===== config.mk =====
export PLATFORM = sky130hd
export DESIGN_NAME = nibble_add_seq_flat
export DESIGN_NICKNAME = d
export VERILOG_FILES = /design/src/rtl/nibble_add_seq_if.sv /design/src/rtl/nibble_add_seq.sv /design/src/flat_wrapper.sv
export SDC_FILE = /design/constraint.sdc
export NUM_CORES = 1
export LEC_CHECK = 0
export BUFFER_PORTS_ARGS = -buffer_cell sky130_fd_sc_hd__buf_2
export CAP_MARGIN = 0
export CORE_MARGIN = 5
export CORE_UTILIZATION = 25
export DETAILED_ROUTE_END_ITERATION = 10
export SLEW_MARGIN = 20
export SYNTH_ARGS = -nofsm -noshare
export SYNTH_HDL_FRONTEND = slang
export SYNTH_HIERARCHICAL = 1
export SYNTH_SLANG_ARGS = --single-unit

===== constraint.sdc =====
create_clock -name clk -period 2.6 [get_ports clk]
set_clock_uncertainty 0.15 [all_clocks]
set_input_delay 0 -clock clk [delete_from_list [all_inputs] [get_ports clk]]
set_output_delay 0 -clock clk [all_outputs]
set_load 0.02 [all_outputs]

===== src/rtl/nibble_add_seq_if.sv =====
// nibble_add_seq_if: request/result handshake bundle for the nibble-serial adder.
interface nibble_add_seq_if #(
    parameter int NIBBLES = 4
);
    localparam int W = 4 * NIBBLES;
    logic         in_valid;
    logic         in_ready;
    logic [W-1:0] a;
    logic [W-1:0] b;
    logic         sub;
    logic         out_valid;
    logic         out_ready;
    logic [W-1:0] sum;
    logic         cout;
    logic         ovfl;
    modport master (
        output in_valid, a, b, sub, out_ready,
        input  in_ready, out_valid, sum, cout, ovfl
    );
    modport slave (
        input  in_valid, a, b, sub, out_ready,
        output in_ready, out_valid, sum, cout, ovfl
    );
endinterface


===== src/rtl/nibble_add_seq.sv =====
// nibble_add_seq: W-bit add/subtract computed one nibble per cycle through a single 4-bit CLA.
module cla4 (
    input  logic [3:0] A,
    input  logic [3:0] B,
    input  logic       CIN,
    output logic [3:0] SUM,
    output logic       COUT,
    output logic       OVFL
);
    logic [3:0] p, g;
    logic [4:0] c;
    assign p = A ^ B;
    assign g = A & B;
    assign c[0] = CIN;
    assign c[1] = g[0] | (p[0] & CIN);
    assign c[2] = g[1] | (p[1] & g[0]) | (p[1] & p[0] & CIN);
    assign c[3] = g[2] | (p[2] & g[1]) | (p[2] & p[1] & g[0]) | (p[2] & p[1] & p[0] & CIN);
    assign c[4] = g[3] | (p[3] & g[2]) | (p[3] & p[2] & g[1]) | (p[3] & p[2] & p[1] & g[0])
                | (p[3] & p[2] & p[1] & p[0] & CIN);
    assign SUM  = p ^ c[3:0];
    assign COUT = c[4];
    assign OVFL = c[4] ^ c[3];
endmodule

module nibble_add_seq #(
    parameter int NIBBLES = 4
) (
    input  logic               clk,
    input  logic               rst_n,
    nibble_add_seq_if.slave    bus
);
    localparam int W = 4 * NIBBLES;
    typedef enum logic [1:0] {IDLE, RUN, DONE} state_t;
    state_t       state_q, state_d;
    logic [W-1:0] a_q, a_d, b_q, b_d, sum_q, sum_d;
    logic [2:0]   idx_q, idx_d;
    logic         carry_q, carry_d, cout_q, cout_d, ovfl_q, ovfl_d;
    logic [3:0]   cla_sum;
    logic         cla_cout, cla_ovfl;
    cla4 u_cla (
        .A    (a_q[{idx_q, 2'b00} +: 4]),
        .B    (b_q[{idx_q, 2'b00} +: 4]),
        .CIN  (carry_q),
        .SUM  (cla_sum),
        .COUT (cla_cout),
        .OVFL (cla_ovfl)
    );
    always_comb begin
        state_d = state_q;
        a_d     = a_q;
        b_d     = b_q;
        sum_d   = sum_q;
        idx_d   = idx_q;
        carry_d = carry_q;
        cout_d  = cout_q;
        ovfl_d  = ovfl_q;
        case (state_q)
            IDLE: if (bus.in_valid) begin
                // B is pre-inverted and carry seeded with sub so the datapath only ever adds
                a_d     = bus.a;
                b_d     = bus.b ^ {W{bus.sub}};
                carry_d = bus.sub;
                idx_d   = 3'd0;
                state_d = RUN;
            end
            RUN: begin
                sum_d[{idx_q, 2'b00} +: 4] = cla_sum;
                carry_d = cla_cout;
                if (idx_q >= 3'(NIBBLES - 1)) begin
                    cout_d  = cla_cout;
                    ovfl_d  = cla_ovfl;
                    idx_d   = 3'd0;
                    state_d = DONE;
                end else begin
                    idx_d = idx_q + 3'd1;
                end
            end
            DONE: if (bus.out_ready) state_d = IDLE;
            default: state_d = IDLE;
        endcase
    end
    always_ff @(posedge clk) begin
        if (!rst_n) begin
            state_q <= IDLE;
            a_q     <= '0;
            b_q     <= '0;
            sum_q   <= '0;
            idx_q   <= '0;
            carry_q <= 1'b0;
            cout_q  <= 1'b0;
            ovfl_q  <= 1'b0;
        end else begin
            state_q <= state_d;
            a_q     <= a_d;
            b_q     <= b_d;
            sum_q   <= sum_d;
            idx_q   <= idx_d;
            carry_q <= carry_d;
            cout_q  <= cout_d;
            ovfl_q  <= ovfl_d;
        end
    end
    assign bus.in_ready  = (state_q == IDLE);
    assign bus.out_valid = (state_q == DONE);
    assign bus.sum       = sum_q;
    assign bus.cout      = cout_q;
    assign bus.ovfl      = ovfl_q;
endmodule


===== src/flat_wrapper.sv =====
// flat-port wrapper written by rule: the top's interface ports become plain ports
module nibble_add_seq_flat 
#(
    parameter int NIBBLES = 4
)
  (clk, rst_n, bus_in_valid, bus_a, bus_b, bus_sub, bus_out_ready, bus_in_ready, bus_out_valid, bus_sum, bus_cout, bus_ovfl);
  nibble_add_seq_if #(.NIBBLES(NIBBLES)) bus_i ();
  input  logic clk;
  input  logic rst_n;
  input wire logic [$bits(bus_i.in_valid)-1:0] bus_in_valid;
  input wire logic [$bits(bus_i.a)-1:0] bus_a;
  input wire logic [$bits(bus_i.b)-1:0] bus_b;
  input wire logic [$bits(bus_i.sub)-1:0] bus_sub;
  input wire logic [$bits(bus_i.out_ready)-1:0] bus_out_ready;
  output wire logic [$bits(bus_i.in_ready)-1:0] bus_in_ready;
  output wire logic [$bits(bus_i.out_valid)-1:0] bus_out_valid;
  output wire logic [$bits(bus_i.sum)-1:0] bus_sum;
  output wire logic [$bits(bus_i.cout)-1:0] bus_cout;
  output wire logic [$bits(bus_i.ovfl)-1:0] bus_ovfl;
  assign bus_i.in_valid = bus_in_valid;
  assign bus_i.a = bus_a;
  assign bus_i.b = bus_b;
  assign bus_i.sub = bus_sub;
  assign bus_i.out_ready = bus_out_ready;
  assign bus_in_ready = bus_i.in_ready;
  assign bus_out_valid = bus_i.out_valid;
  assign bus_sum = bus_i.sum;
  assign bus_cout = bus_i.cout;
  assign bus_ovfl = bus_i.ovfl;
  nibble_add_seq #(.NIBBLES(NIBBLES)) u_core (.clk(clk), .rst_n(rst_n), .bus(bus_i));
endmodule

# After elaboration in Yosys (flattened, before gate mapping)
# Index checks and enable logic that the tools add are counted.
[op_classes]
add_sub_neg = 2
magnitude_cmp = 1
n_eq_ne = 5
n_shift = 4
muxes = 10
n_bitwise = 31
n_reduce_logical = 6
[op_table]
columns = ["cell", "n"]
rows = [
  ["variable part select 16 x 6 -> 4 bit", 2],
  ["bitwise AND 1 bit", 16],
  ["bitwise mux 16 bit", 1],
  ["variable shift 4 x 7 -> 16 bit (first input constant)", 1],
  ["variable part select 4 x 7 -> 16 bit", 1],
  ["bitwise XOR 16 bit", 1],
  ["bitwise OR 1 bit", 10],
  ["bitwise XOR 4 bit", 2],
  ["negator 5 -> 7 bit", 1],
  ["2-to-1 mux 2 bit", 3],
  ["2-to-1 mux 3 bit", 2],
  ["one-hot mux 2 bit (3 select lines)", 1],
  ["one-hot mux 3 bit (2 select lines)", 1],
  ["AND reduction 2 bit", 3],
  ["bitwise AND 4 bit", 1],
  ["inequality test 2 bit (second input constant)", 2],
  ["adder 3 x 1 -> 3 bit (second input constant)", 1],
  ["greater-or-equal comparator 3 x 2 -> 1 bit (second input constant)", 1],
  ["AND reduction 3 bit", 1],
  ["== test 2 x 1 -> 1 bit (second input constant)", 1],
  ["== test 2 bit (second input constant)", 1],
  ["logical NOT 2 bit", 1],
  ["inequality test 2 x 1 -> 1 bit (second input constant)", 1],
  ["one-hot mux 1 bit (2 select lines)", 1],
  ["other kinds (3)", 3],
]
[totals]
ff_bits = 56
input_bits = 37
out_inout_bits = 20
wordCells = 67

# Longest topological paths before layout
# Gate-level depths: netlist (run 1).
[depth]
word_depth = 9
depth_mapped = 9

# Cells and area by module
# Netlist (run 1), hierarchy kept.
[by_module_without_submodules]
columns = ["module", "n_inst", "cells_per_inst", "area_each_um2", "seq_area_each_um2"]
rows = [
  ["nibble_add_seq", 1, 256, 2652.5, 1121.1],
  ["cla4", 1, 20, 181.4, 0.0],
]

# Least setup slack after synthesis (run 1)
# OpenSTA, ideal clock, no wires.
[synth_timing]
kind = "register to register"
startpoint = "register u_core.idx_q[0]"
endpoint = "register u_core.ovfl_q (netlist: u_core/bus.ovfl)"
arrival_ns = 2.379
required_time_ns = 2.324
setup_slack_ns = -0.055
path_stages_with_launch = 10
cell_sequence = "dfxtp_1 buf_4 mux4_2 and2_1 ha_1 a211oi_2 o21bai_2 mux2_4 nand2_1 mux2i_1"
[synth_via]
elab_chain_len = 8
[synth_lines]
columns = ["item", "line_no", "source"]
rows = [
  ["start: declaration", "nibble_add_seq.sv:36", "logic [2:0] idx_q, idx_d;"],
  ["start signal: assignment", "nibble_add_seq.sv:97", "idx_q <= idx_d;"],
  ["variable part select 16 x 6 -> 4 bit, on equally long branches", "nibble_add_seq.sv:41, nibble_add_seq.sv:42", ""],
  ["bitwise XOR 4 bit or bitwise AND 4 bit (tied branches)", "nibble_add_seq.sv:12, nibble_add_seq.sv:13", ""],
  ["bitwise AND 1 bit, on equally long branches", "nibble_add_seq.sv:18, nibble_add_seq.sv:19", ""],
  ["bitwise OR 1 bit (tied with other cells) (2 in a row)", "nibble_add_seq.sv:18", "assign c[4] = g[3] | (p[3] & g[2]) | (p[3] & p[2] & g[1]) | (p[3] & p[2] & p[1] & g[0])"],
  ["bitwise OR 1 bit or bitwise AND 1 bit (tied branches)", "nibble_add_seq.sv:18, nibble_add_seq.sv:19", ""],
  ["bitwise OR 1 bit", "nibble_add_seq.sv:19", "| (p[3] & p[2] & p[1] & p[0] & CIN);"],
  ["bitwise XOR 1 bit *", "nibble_add_seq.sv:22", "assign OVFL = c[4] ^ c[3];"],
  ["net u_core.cla_ovfl", "nibble_add_seq.sv:39", "logic cla_cout, cla_ovfl;"],
  ["end signal: assignment", "nibble_add_seq.sv:100", "ovfl_q <= ovfl_d;"],
  ["end: declaration", "nibble_add_seq.sv:37", "logic carry_q, carry_d, cout_q, cout_d, ovfl_q, ovfl_d;"],
]
# The timed path passes the listed nets; every way through them passes the cells marked *.
# A chain may end at the register's enable or synchronous reset.

# Worst setup path in the final report (run 1)
[layout_timing]
startpoint = "register u_core.idx_q[0]"
endpoint = "register u_core.sum_q[15] (netlist: u_core/bus.sum[15])"
[layout_via]
elab_chain_len = 9
[layout_lines]
columns = ["item", "line_no", "source"]
rows = [
  ["variable part select 16 x 6 -> 4 bit, on equally long branches", "nibble_add_seq.sv:41, nibble_add_seq.sv:42", ""],
  ["bitwise XOR 4 bit or bitwise AND 4 bit (tied branches)", "nibble_add_seq.sv:12, nibble_add_seq.sv:13", ""],
  ["bitwise AND 1 bit", "nibble_add_seq.sv:17", "assign c[3] = g[2] | (p[2] & g[1]) | (p[2] & p[1] & g[0]) | (p[2] & p[1] & p[0] & CIN);"],
  ["bitwise OR 1 bit or bitwise AND 1 bit (tied branches) (2 in a row)", "nibble_add_seq.sv:17", ""],
  ["bitwise OR 1 bit", "nibble_add_seq.sv:17", ""],
  ["bitwise XOR 4 bit *", "nibble_add_seq.sv:20", "assign SUM = p ^ c[3:0];"],
  ["net u_core.cla_sum[3]", "nibble_add_seq.sv:38", "logic [3:0] cla_sum;"],
  ["variable part select 4 x 7 -> 16 bit *", "nibble_add_seq.sv:67", "sum_d[{idx_q, 2'b00} +: 4] = cla_sum;"],
  ["bitwise mux 16 bit *", "nibble_add_seq.sv:67", ""],
  ["end signal: assignment", "nibble_add_seq.sv:96", "sum_q <= sum_d;"],
  ["end: declaration", "nibble_add_seq.sv:35", "logic [W-1:0] a_q, a_d, b_q, b_d, sum_q, sum_d;"],
]
# Marks and branches as above.

==> results of run 1 <==
## power by group through the flow
stage / registers, W / clock network, W / logic (W)
after floorplan: 0.000953 / 0 / 0.000267
after global placement: 0.000963 / 0 / 0.000350
after detailed placement: 0.000965 / 0 / 0.000357
after CTS: 0.000945 / 0.000703 / 0.000397
after global routing: 0.000948 / 0.000734 / 0.000493
final: 0.000942 / 0.000678 / 0.000447
## state kept, by name (all words and copies together), names as in the netlist
name / flops
u_core/a_q: 16
u_core/b_q: 16
u_core/bus.sum: 16
u_core/idx_q: 3
u_core/state_q: 2
u_core/bus.cout: 1
u_core/bus.ovfl: 1
u_core/carry_q: 1
## layout make-up
cell class | instances | share of cell area [%]
multi-input combinational | 193 | 42.3
inverter | 9 | 0.866
sequential | 56 | 28.9
tap | 140 | 4.49
clock buffer | 5 | 3.21
clock inverter | 3 | 0.577
timing repair buffer | 107 | 19.7
## synth_stat cells, types with 2 or more instances
cell type,number,area [um2]
mux2i_1,34,340
buf_4,7,52.6
a21oi_1,3,15.0
mux4_2,8,180
nand3_1,3,15.0
clkbuf_1,6,22.5
o21ai_0,4,20.0
and2_1,8,50.1
nand2_1,42,158
nor2b_1,17,106
nand2b_1,2,12.5
a21o_2,2,17.5
inv_1,9,33.8
dfxtp_1,56,1120
buf_2,5,25.0
nand3b_1,5,37.5
o211a_1,16,160
xnor2_1,18,158
ha_1,8,100
nor2_1,5,18.8
## worst paths after layout
path,depth (start not counted),startpoint,to
max,9,u_core/idx_q[0]$_SDFFE_PN0P_,u_core/bus.sum[15]$_SDFFE_PN0P_
min,2,rst_n,u_core/state_q[1]$_SDFFE_PN0P_
max reg2reg,9,u_core/idx_q[0]$_SDFFE_PN0P_,u_core/bus.sum[15]$_SDFFE_PN0P_
min reg2reg,2,u_core/bus.sum[5]$_SDFFE_PN0P_,u_core/bus.sum[5]$_SDFFE_PN0P_
## through the flow
stage,cells,hold slack (ns)
6_report,513,0.0673
5_1_grt,513,0.0942
4_1_cts,507,0.0584
3_5_place_dp,465,0.116
3_3_place_gp,465,0.113
2_1_floorplan,276,-0.00496
## logic make-up after synthesis
family	after synthesis	share of synthesized area, %
DFF	56	39.6
and+or+nand+nor	89	16.6
adders and majority gates	9	4.24
xor gates and xnor gates	19	5.87
buffers and inverters	27	4.72
muxes	43	18.9
AOI/OAI and AO/OA	33	10.1
## metal layers
| metal | global-route usage (%) | part of all wire [%] | up-vias |
|---|---|---|---|
| met3 | 2.90 | 5.6 | 11 |
| met2 | 16.8 | 47 | 58 |
| met1 | 12.6 | 45 | 1056 |
| met4 | 3.63 | 2.1 | 0 |
| met5 | 0 | 0 | - |
| li1 | - | - | 1141 |
## worst register-to-register path, stage by stage (launching register included)
cell and delay [ns]:
dfxtp_4 0.39, buf_12 0.11, mux4_2 0.47, and2_4 0.19, ha_4 0.24, a211oi_2 0.22, o21bai_2 0.12, xor2_1 0.22
nand2_1 0.13, mux2i_1 0.17
## repair_timing
| action | 4_1_cts | 5_1_grt |
|---|---|---|
| hold buffers | 34 | 0 |
| setup endpoints to repair | 10 | 11 |
| buffers inserted | 0 | 6 |
| pin swaps | 0 | 4 |
| resized for setup | 2 | 18 |
| endpoints found under the hold margin | 37 | 0 |
==> results.sh, run 1 <==
export IMPL_outcome="finished, final reports clean"
export IMPL_via_per_inst=4.42
export IMPL_worst_path_buf_inv=1
export IMPL_setup_viol=0
export IMPL_drt_iter0_drc=121
export IMPL_die_area_mm2=0.0136
export IMPL_ys_ff_latch=56
export IMPL_max_freq_mhz=403
export IMPL_clock_sinks=56
export IMPL_worst_path_max_fanout=4
export IMPL_cp_required_ns=2.67
export IMPL_cts_htree_levels=2
export IMPL_routedWlPerCell_um=13.0
export IMPL_cts_buffer_depth=2
export IMPL_firstDrtPassIters=4
export IMPL_fp_dieH_um=116
export IMPL_power_w=0.00207
export IMPL_cpLargestDelayFamily="multiplexers"
export IMPL_p_clk_share_pct=32.8
export IMPL_multi_input_area_mm2=0.00165
export IMPL_slew_headroom_pct=62.3
export IMPL_maxCapViolCount=0
export IMPL_fin_tns_setup_ns=0
export IMPL_clkTransAtPathRegs_ns=0.08
export IMPL_p_int_w=0.00152
export IMPL_critPathLaunchType="flop"
export IMPL_switchingPower_w=0.000549
export IMPL_final_nets=418
export IMPL_grt_pass1_vias=2259
export IMPL_syn2layout_area_growth_pct=37.6
export IMPL_ir_drop_mv=0.272
export IMPL_drc=0
export IMPL_p_sw_share_pct=26.6
export IMPL_grt_use_total_pct=10.1
export IMPL_syn_area_mm2=0.00283
export IMPL_period_needed_ns=2.48
export IMPL_ant_nets=0
export IMPL_r2r_setup_slack_ns=0.12
export IMPL_ys_seq_area_share_pct=39.6
export IMPL_routed_wl_um=6660
export IMPL_fin_ws_ns=0.116
export IMPL_critPathMaxStageDelay_ns=0.47
export IMPL_hold_viol=0
export IMPL_regArea_mm2=0.00113
export IMPL_crit_path_cell_trace="buf_12 -> mux4_2 -> and2_4 -> ha_4 -> a211oi_2 -> o21bai_2 -> xor2_1 -> nand2_1 -> mux2i_1"
export IMPL_tightest_slew_ns=0.566
export IMPL_hp_class="input port to flop"
export IMPL_synthesis_yosys_warnings=6
export IMPL_avgSynthCellArea_um2=10.3
export IMPL_finish_utilization_pct=35.5
export IMPL_async_flop_share_pct=0
export IMPL_p_comb_share_pct=21.6
export IMPL_layout_drive_gt1_share_pct=30.0
export IMPL_port_buffers=56
export IMPL_yosysUniqueCellTypes=38
export IMPL_routabilityCongestion=0.766
export IMPL_grt_max_degree=49
export IMPL_clock_latency_ns=0.30
export IMPL_endpoint_kind="flop"
export IMPL_cts_tree="yes"
export IMPL_post_place_ws_ns=-0.0522
export IMPL_grt_antenna_before_repair=0
export IMPL_synthCells=276
export IMPL_row_count=38
export IMPL_slowest_stage="mux4_2"
export IMPL_ios=57
export IMPL_syn_num_nets=322
export IMPL_fillCellCount=1084
export IMPL_antenna_cells=0
export IMPL_leakagePower_nw=1.78
export IMPL_vias=2266
export IMPL_mostFrequentLayoutCell="buf_2"
export IMPL_place_area_mm2=0.00327
export IMPL_post_route_period_util_pct=95.5
export IMPL_grt_overflow=0
export IMPL_final_area_mm2=0.00390
export IMPL_cts_buffers_inserted=5
export IMPL_final_max_slew_viol_count=0
export IMPL_rsz0062_at_grt="no"
export IMPL_crit_type="flop to flop"
export IMPL_cts_root_buf="clkbuf_16"
export IMPL_power_frac_seq_pct=45.6
export IMPL_core_mm2=0.0110
export IMPL_synthFlopType="dfxtp_1"
export IMPL_die_w_um=116
export IMPL_mostFrequentLayoutCells="buf_2 (56), dfxtp_1 (54), nand2_1 (41)"
export IMPL_power_density_mw_per_mm2=530
export IMPL_worstPathArrival_ns=2.55
export IMPL_start_util_pct=25.8
export IMPL_synth_edf_count=0
export IMPL_dp_hpwl_um=4730
export IMPL_grt_pass1_wl_um=10900
Note: power is estimated with default switching activity, not from simulation.
==> run 2: changes to the inputs <==
--- a/config.mk
+++ b/config.mk
@@ -7,9 +7,11 @@
 export LEC_CHECK = 0
 export BUFFER_PORTS_ARGS = -buffer_cell sky130_fd_sc_hd__buf_2
 export CAP_MARGIN = 0
-export CORE_MARGIN = 5
+export CORE_MARGIN = 3
 export CORE_UTILIZATION = 25
 export DETAILED_ROUTE_END_ITERATION = 10
+export PLACE_DENSITY = 0.49
+export SKIP_CTS_REPAIR_TIMING = 1
 export SLEW_MARGIN = 20
 export SYNTH_ARGS = -nofsm -noshare
 export SYNTH_HDL_FRONTEND = slang
==> run 2 against run 1 <==
Compared with the run above:
- die area shrank 6.8%
- core utilization grew 0.22 points
- first-iteration DRC count shrank 9.9%
- routed wire length grew 1.2%
- highest routed layer unchanged
- register-to-register slack is essentially flat
- setup slack lost 0.0023 ns
- hold slack is essentially flat
- largest cell class unchanged
- cell area grew 0.19%
- maximum frequency is essentially flat
- count of clock-buffer cells in the layout grew 1
- critical path depth grew 1
==> results.sh, run 2 (synthesized netlist as in run 1, its figures left out) <==
export IMPL_via_per_inst=4.39
export IMPL_mostFrequentLayoutCell="buf_2"
export IMPL_drc=0
export IMPL_cp_depth=10
export IMPL_cpLargestDelayFamily="compound AO/OA/AOI/OAI gates"
export IMPL_clock_sinks=56
export IMPL_dp_hpwl_um=4810
export IMPL_ant_nets=0
export IMPL_power_frac_seq_pct=43.7
export IMPL_worst_path_buf_inv=2
export IMPL_crit_type="flop to flop"
export IMPL_grt_max_degree=49
export IMPL_p_comb_share_pct=20.4
export IMPL_wl_met3_um=237
export IMPL_top_layer_used="met4"
export IMPL_die_w_um=112
export IMPL_fp_dieH_um=112
export IMPL_r2r_worst_path_cells=10
export IMPL_worst_path_max_fanout=5
export IMPL_cts_buffer_depth=2
export IMPL_cts_htree_levels=2
export IMPL_fin_tns_setup_ns=0
export IMPL_route_met2_wl_um=3230
export IMPL_cts_root_buf="clkbuf_16"
export IMPL_port_buffers=56
export IMPL_post_route_period_util_pct=95.6
export IMPL_cts_buffers_inserted=5
export IMPL_routed_wl_um=6730
export IMPL_grt_pass1_wl_um=10700
export IMPL_slew_headroom_pct=61.7
export IMPL_drt_iter0_drc=109
export IMPL_final_max_slew_viol_count=0
export IMPL_slowest_stage="mux4_2"
export IMPL_hold_viol=0
export IMPL_leakagePower_nw=1.77
export IMPL_outcome="finished, final reports clean"
export IMPL_grt_use_total_pct=10.4
export IMPL_p_int_w=0.00161
export IMPL_core_mm2=0.0109
export IMPL_setup_viol=0
export IMPL_vias=2241
export IMPL_max_freq_mhz=402
export IMPL_grt_pass1_vias=2088
export IMPL_fillCellCount=1109
export IMPL_drt_met1_wl_um=3210
export IMPL_start_util_pct=25.9
export IMPL_grt_antenna_before_repair=0
export IMPL_routabilityCongestion=0.742
export IMPL_power_density_mw_per_mm2=552
export IMPL_clock_latency_ns=0.29
export IMPL_final_nets=416
export IMPL_endpoint_kind="flop"
export IMPL_tightest_slew_ns=0.575
export IMPL_hp_class="input port to flop"
export IMPL_p_sw_share_pct=25.3
export IMPL_worstPathArrival_ns=2.52
export IMPL_cts_tree="yes"
export IMPL_mostFrequentLayoutCells="buf_2 (56), dfxtp_1 (55), nand2_1 (41)"
export IMPL_ir_drop_mv=0.261
export IMPL_hold_depth=2
export IMPL_die_area_mm2=0.0126
export IMPL_cp_required_ns=2.64
export IMPL_layout_drive_gt1_share_pct=28.0
export IMPL_dp_cells=463
export IMPL_timing_hold_ws_ns=0.0672
export IMPL_maxCapViolCount=0
export IMPL_period_needed_ns=2.49
export IMPL_critPathLaunchType="flop"
export IMPL_grt_overflow=0
export IMPL_crit_path_cell_trace="buf_6 -> mux4_2 -> and2_4 -> ha_4 -> a211oi_2 -> o21bai_2 -> buf_4 -> a21o_2 -> o221ai_2 -> a21oi_1"
export IMPL_instances_no_fill=511
export IMPL_firstDrtPassIters=4
export IMPL_switchingPower_w=0.000546
export IMPL_antenna_cells=0
export IMPL_syn2layout_area_growth_pct=37.9
export IMPL_p_clk_share_pct=35.9
export IMPL_critPathMaxStageDelay_ns=0.48
export IMPL_routedWlPerCell_um=13.2
export IMPL_row_count=38
export IMPL_ios=57
export IMPL_clkTransAtPathRegs_ns=0.08
export IMPL_power_w=0.00216
[run 2: stage by stage]
| step | utilization (%) | cell area, um2 | setup WS [ns] |
|---|---|---|---|
| 2_1_floorplan | - | 2840 | 0.0632 |
| 3_5_place_dp | 29.9 | 3270 | -0.0798 |
| 4_1_cts | 31.4 | 3440 | -0.103 |
| 3_3_place_gp | 29.9 | 3270 | 0.0136 |
| 6_report | 35.7 | 3910 | 0.114 |
| 5_1_grt | 35.7 | 3910 | -0.00931 |
[run 2: path summary, 6_finish.rpt]
path	startpoint	to	slack, ns
worst max register to register	u_core/idx_q[0]$_SDFFE_PN0P_	u_core/carry_q$_SDFFE_PN0P_	0.11
worst min-delay path	rst_n	u_core/state_q[1]$_SDFFE_PN0P_	0.07
worst min register to register	u_core/bus.sum[5]$_SDFFE_PN0P_	u_core/bus.sum[5]$_SDFFE_PN0P_	0.31
worst max-delay path	u_core/idx_q[0]$_SDFFE_PN0P_	u_core/carry_q$_SDFFE_PN0P_	0.11
[run 2: final cells by class]
cell class | count | area [um2] | area share [%]
clock inverters | 2 | 38.8 | 0.993
inverters | 9 | 33.8 | 0.865
repair buffers | 105 | 753 | 19.3
multi-input cells | 193 | 1650 | 42.3
flip-flops and latches | 56 | 1120 | 28.8
well taps | 140 | 175 | 4.48
clock buffers | 6 | 129 | 3.30
[run 2: power by group through the flow]
stage / Combinational, W / Sequential [W] / Clock (W)
2_1_floorplan: 0.000267 / 0.000953 / 0
3_3_place_gp: 0.000353 / 0.000966 / 0
3_5_place_dp: 0.000357 / 0.000966 / 0
4_1_cts: 0.000360 / 0.000946 / 0.000795
5_1_grt: 0.000489 / 0.000949 / 0.000822
6_report: 0.000441 / 0.000941 / 0.000774
[run 2: worst reg2reg max path, delay by kind of cell, from the launching register on]
| family | cells | cell delay, ns |
|---|---|---|
| flip-flops | 1 | 0.39 |
| buffers and inverters | 2 | 0.27 |
| adder cells (fa/ha/maj) | 1 | 0.22 |
| multiplexers | 1 | 0.48 |
| AND/OR/NAND/NOR | 1 | 0.18 |
| AO/OA/AOI/OAI | 5 | 0.71 |
[run 2: per-layer routing]
layer	track usage [%]	up-vias
met5	0	-
met1	13.7	1051
met2	17.1	45
met3	2.70	4
met4	2.40	0
li1	-	1141
